## config.mk

```make
export PLATFORM = sky130hd
export DESIGN_NAME = pll_phase_stepper
export DESIGN_NICKNAME = d
export VERILOG_FILES = /design/src/rtl/pll_phase_stepper.sv
export SDC_FILE = /design/constraint.sdc
export NUM_CORES = 1
export LEC_CHECK = 0
export CORE_ASPECT_RATIO = 1.4
export CORE_MARGIN = 3
export CORE_UTILIZATION = 53
export CTS_CLUSTER_SIZE = 16
export DETAILED_ROUTE_END_ITERATION = 12
export PLACE_DENSITY = 0.88
export SETUP_SLACK_MARGIN = 0.15
export SLEW_MARGIN = 20
export SYNTH_ARGS = -nofsm -noshare
export SYNTH_HDL_FRONTEND = slang
export SYNTH_SLANG_ARGS = --single-unit
```

## constraint.sdc

```tcl
create_clock -name clki -period 4 [get_ports clki]
set_input_delay 0.8 -clock clki [delete_from_list [all_inputs] [get_ports clki]]
set_output_delay 0.8 -clock clki [all_outputs]
set_load 0.02 [all_outputs]
```

## src/rtl/pll_phase_stepper.sv

```systemverilog
// Sequencer for the ECP5 EHXPLLL dynamic fine-phase ports: qualifies PLL lock,
// shapes PHASESEL/PHASEDIR/PHASESTEP per request and tracks per-output phase indices.
//
// state  | meaning
// IDLE   | waiting for step_req; ready when lock is qualified
// SETUP  | phasesel/phasedir driven, phasestep low for SETUP_CYC cycles
// PULSE  | phasestep high for PULSE_CYC cycles
// SETTLE | phasestep low for SETTLE_CYC cycles before reporting done
module pll_phase_stepper #(
  parameter int SETUP_CYC   = 2,
  parameter int PULSE_CYC   = 4,
  parameter int SETTLE_CYC  = 8,
  parameter int LOCK_SETTLE = 1024,
  parameter int PHASE_STEPS = 32
) (
  input  logic                           clki,
  input  logic                           rst_n,
  input  logic                           pll_locked,
  input  logic                           step_req,
  input  logic                           step_dir,
  input  logic [1:0]                     step_sel,
  output logic [1:0]                     phasesel,
  output logic                           phasedir,
  output logic                           phasestep,
  output logic                           ready,
  output logic                           busy,
  output logic                           done,
  output logic                           rejected,
  output logic [$clog2(PHASE_STEPS)-1:0] phase_os,
  output logic [$clog2(PHASE_STEPS)-1:0] phase_os2,
  output logic [$clog2(PHASE_STEPS)-1:0] phase_os3
);

  localparam int PW   = $clog2(PHASE_STEPS);
  localparam int CW   = $clog2(LOCK_SETTLE + 1);
  localparam int TMAX = (SETUP_CYC > PULSE_CYC) ?
                        ((SETUP_CYC > SETTLE_CYC) ? SETUP_CYC : SETTLE_CYC) :
                        ((PULSE_CYC > SETTLE_CYC) ? PULSE_CYC : SETTLE_CYC);
  localparam int TW   = $clog2(TMAX + 1);

  typedef enum logic [1:0] {IDLE, SETUP, PULSE, SETTLE} state_t;

  state_t          state_q, state_d;
  logic [TW-1:0]   timer_q, timer_d;
  logic [CW-1:0]   lock_cnt;
  logic            lock_m, lock_s, lock_ok;
  logic            accept, reject, step_end, tc;

  // Two-flop synchroniser for the asynchronous PLL lock indication
  always_ff @(posedge clki or negedge rst_n) begin
    if (!rst_n) begin
      lock_m <= 1'b0;
      lock_s <= 1'b0;
    end else begin
      lock_m <= pll_locked;
      lock_s <= lock_m;
    end
  end

  always_ff @(posedge clki or negedge rst_n) begin
    if (!rst_n)
      lock_cnt <= '0;
    else if (!lock_s)
      lock_cnt <= '0;
    else if (lock_cnt != CW'(LOCK_SETTLE))
      lock_cnt <= lock_cnt + CW'(1);
  end

  assign lock_ok = (lock_cnt == CW'(LOCK_SETTLE));
  assign ready   = lock_ok && (state_q == IDLE);
  assign tc      = (timer_q == '0);

  always_comb begin
    state_d  = state_q;
    timer_d  = timer_q;
    accept   = 1'b0;
    reject   = 1'b0;
    step_end = 1'b0;
    case (state_q)
      IDLE: begin
        if (step_req) begin
          if (lock_ok && (step_sel != 2'b11)) begin
            accept  = 1'b1;
            state_d = SETUP;
            timer_d = TW'(SETUP_CYC - 1);
          end else begin
            reject = 1'b1;
          end
        end
      end
      SETUP: begin
        if (tc) begin
          state_d = PULSE;
          timer_d = TW'(PULSE_CYC - 1);
        end else begin
          timer_d = timer_q - TW'(1);
        end
      end
      PULSE: begin
        if (tc) begin
          state_d = SETTLE;
          timer_d = TW'(SETTLE_CYC - 1);
        end else begin
          timer_d = timer_q - TW'(1);
        end
      end
      SETTLE: begin
        if (tc) begin
          state_d  = IDLE;
          step_end = 1'b1;
        end else begin
          timer_d = timer_q - TW'(1);
        end
      end
      default: state_d = IDLE;
    endcase
  end

  // Step outputs are registered from the next state so PHASESTEP never glitches
  always_ff @(posedge clki or negedge rst_n) begin
    if (!rst_n) begin
      state_q   <= IDLE;
      timer_q   <= '0;
      phasesel  <= 2'b00;
      phasedir  <= 1'b0;
      phasestep <= 1'b0;
      busy      <= 1'b0;
      done      <= 1'b0;
      rejected  <= 1'b0;
    end else begin
      state_q   <= state_d;
      timer_q   <= timer_d;
      phasestep <= (state_d == PULSE);
      busy      <= (state_d != IDLE);
      done      <= step_end;
      rejected  <= reject;
      if (accept) begin
        phasesel <= step_sel;
        phasedir <= ~step_dir;
      end
    end
  end

  // PHASE_STEPS is a power of two, so natural wrap of PW bits gives the modulo
  always_ff @(posedge clki or negedge rst_n) begin
    if (!rst_n) begin
      phase_os  <= '0;
      phase_os2 <= '0;
      phase_os3 <= '0;
    end else if (step_end) begin
      case (phasesel)
        2'b00:   phase_os  <= phasedir ? phase_os  - PW'(1) : phase_os  + PW'(1);
        2'b01:   phase_os2 <= phasedir ? phase_os2 - PW'(1) : phase_os2 + PW'(1);
        2'b10:   phase_os3 <= phasedir ? phase_os3 - PW'(1) : phase_os3 + PW'(1);
        default: ;
      endcase
    end
  end

endmodule

```

==> flow_metrics.py <==
metrics = {
    "outcome": {
        "status": "finished clean",
    },
    "yosys": {
        "async_flop_share": 1.00,
        "syn_area_mm2": 0.00218,
        "ys_types": 41,
        "netlist_instances": 204,
        "synth_sequential_area_ratio": 0.470,
        "ys_warn_count": 0,
        "ys_seq_elements": 41,
        "syn_area_per_cell_um2": 10.7,
        "ys.flop_type": "dfrtp_1",
        "synth_edf_count": 0,
        "synth.net_count": 226,
    },
    "floorplanning": {
        "ios": 30,
        "die_h_um": 82.0,
        "start_util": 0.553,
        "rows": 27,
        "fp.dieW_um": 60.3,
        "dieArea_mm2": 0.00494,
        "coreArea_mm2": 0.00395,
    },
    "layout": {
        "layout-drive-gt1-share": 0.0805,
        "most-common-layout-cells": "dfrtp_1, clkdlybuf4s50_1, nand2_1, xnor2_1, inv_1",
        "layout.cells.non_filler": 279,
        "num_antenna_cells": 0,
        "syn_to_final_growth_pct": 18.3,
        "fin_nets": 258,
        "fin_area_mm2": 0.00258,
        "num-fill-cells": 316,
        "layout_commonest_cell": "dfrtp_1",
    },
    "timing": {
        "hold_violations": 0,
        "relSlewSlack": 0.419,
        "fin_crit_ns": 3.07,
        "fmax_mhz": 326,
        "finClkSkew_ns": 0.00845,
        "whs_ns": 0.350,
        "rsz0062_at_grt": "false",
        "fin_crit_sh": 0.767,
        "max_slew.worst_pin.slew_ns": 0.872,
        "setup-tns-final_ns": 0,
        "report.final.slew_viol_count": 0,
        "setup_viol": 0,
    },
    "placed_design": {
        "dpl.hpwl_um": 2760,
        "io_buffers": 29,
        "place_area_mm2": 0.00250,
        "numPlacedInstances": 272,
        "globalplace.congestion": 0.889,
    },
    "worst_setup_path": {
        "path_cells": "nor4_1, nand4_1, nor3_1, clkdlybuf4s50_1",
        "cpPeakStageDelay_ns": 0.64,
        "crit_path_start_kind": "register",
        "path_buf_inv": 1,
        "worstSetupEndpointType": "output pin",
        "critical_path_class": "register to output pin",
        "cp_top_family": "simple AND/OR/NAND/NOR gates",
        "slowest_stage": "clkdlybuf4s50_1",
        "worst-path-max-fanout": 5,
        "worstPathRequired_ns": 3.20,
        "arrival_ns": 2.27,
    },
    "cts": {
        "clk_latency_ns": 0.29,
        "cts-root-buf": "clkbuf_8",
        "cts_buffers": 5,
        "holdBufCountCts": 0,
        "post-cts-setup-buffers": 0,
        "htree_levels": 2,
        "clockBufferDepth": 2,
        "clock_sinks": 41,
        "cts_resized": 0,
        "clk_pin_slew_ns": 0.07,
        "cts_tree": "yes",
    },
    "grt": {
        "track_usage": 0.170,
        "grt_pass1_vias": 1491,
        "antenna_found_initial": 0,
        "grt_max_degree": 42,
        "grt.overflow.total": 0,
        "grt_pass1_wl_um": 6270,
    },
    "power": {
        "clkPwrFrac": 0.374,
        "p_leak_nw": 1.22,
        "net-switching-power_w": 0.000150,
        "seqPwrFrac": 0.591,
        "ir_drop_uv": 224,
        "p_sw_frac": 0.210,
        "p_int_w": 0.000565,
        "power_frac_comb": 0.035,
        "power.density_mw_per_mm2": 277,
        "fin_total_pwr_w": 0.000715,
    },
    "detailed_routing": {
        "via_per_inst": 5.40,
        "firstDrtPassIters": 4,
        "totalWireLength_um": 3740,
        "first_iter_violations": 49,
        "detail_route.wl_per_cell_um": 13.4,
        "drcViolationCount": 0,
        "dr_total_vias": 1507,
        "ant_nets": 0,
    },
    "job": {
        "cap_violations": 0,
    },
    "worst_hold_path": {
        "min_path_type": "register to register",
    },
}
## worst paths after layout
kind                              from     endpoint  slack (ns)  cells after the start
min                             lock_m       lock_s        0.35                      0
max                        lock_cnt[7]        ready        0.93                      4
max reg2reg                   phasedir  phase_os[4]        1.74                      7
min in group asynchronous        rst_n         busy        0.62                      1
max in group asynchronous        rst_n     phasedir        2.83                      1
min reg2reg                     lock_m       lock_s        0.35                      0
## sequential cells by signal, indices dropped and copies added (netlist names)
register	flops
phasedir	1
rejected	1
lock_cnt	11
phasestep	1
phasesel	2
phase_os3	5
lock_m	1
lock_s	1
timer_q	4
phase_os	5
busy	1
state_q	2
phase_os2	5
done	1
## cell usage after synthesis (4+ instances only)
master / number / share of area
a21o_1: 4 / 0.014
a21oi_1: 11 / 0.025
and2_1: 9 / 0.026
dfrtp_1: 41 / 0.47
ha_1: 12 / 0.069
inv_1: 13 / 0.022
mux2_2: 4 / 0.021
nand2_1: 18 / 0.031
nand2b_1: 5 / 0.014
nand3_1: 6 / 0.014
nor2_1: 11 / 0.019
o21ai_0: 7 / 0.016
xnor2_1: 18 / 0.072
xor2_1: 6 / 0.024
## layer usage
layer	wire length [um]	share of wire	track usage
met3	160	0.043	0.0425
met5	0	0	0
met2	1880	0.50	0.289
met4	80	0.021	0.0776
met1	1620	0.43	0.197
## cells by family after synthesis
group | share of synthesized area
and+or+nand+nor | 0.176
DFF | 0.470
AOI/OAI and AO/OA | 0.0859
xor gates and xnor gates | 0.104
buffers and inverters | 0.0338
adders and majority gates | 0.0962
muxes | 0.0344
## per-stage QoR
step,util,setup WS [ns]
finish,0.654,0.932
global route,0.654,0.708
CTS,0.654,0.918
detailed placement,0.632,1.26
global placement,0.632,1.25
floorplan,-,1.74
## cell type report
class | instances | area (um^2) | share of cell area
Multi-Input combinational cell | 146 | 1080 | 0.420
Sequential cell | 41 | 1030 | 0.397
Timing Repair Buffer | 29 | 285 | 0.110
Clock buffer | 7 | 86.3 | 0.0334
Tap cell | 43 | 53.8 | 0.0208
Inverter | 13 | 48.8 | 0.0189
## power groups by stage
| stage | clock (W) | sequential, W | combinational [W] |
|---|---|---|---|
| 6_report | 0.000268 | 0.000422 | 0.0000252 |
| 4_1_cts | 0.000274 | 0.000422 | 0.0000262 |
| 5_1_grt | 0.000293 | 0.000423 | 0.0000290 |
| 3_5_place_dp | 0 | 0.000431 | 0.0000261 |
| 2_1_floorplan | 0 | 0.000430 | 0.00000897 |
| 3_3_place_gp | 0 | 0.000430 | 0.0000257 |
Power figures use the tool's default switching activity.
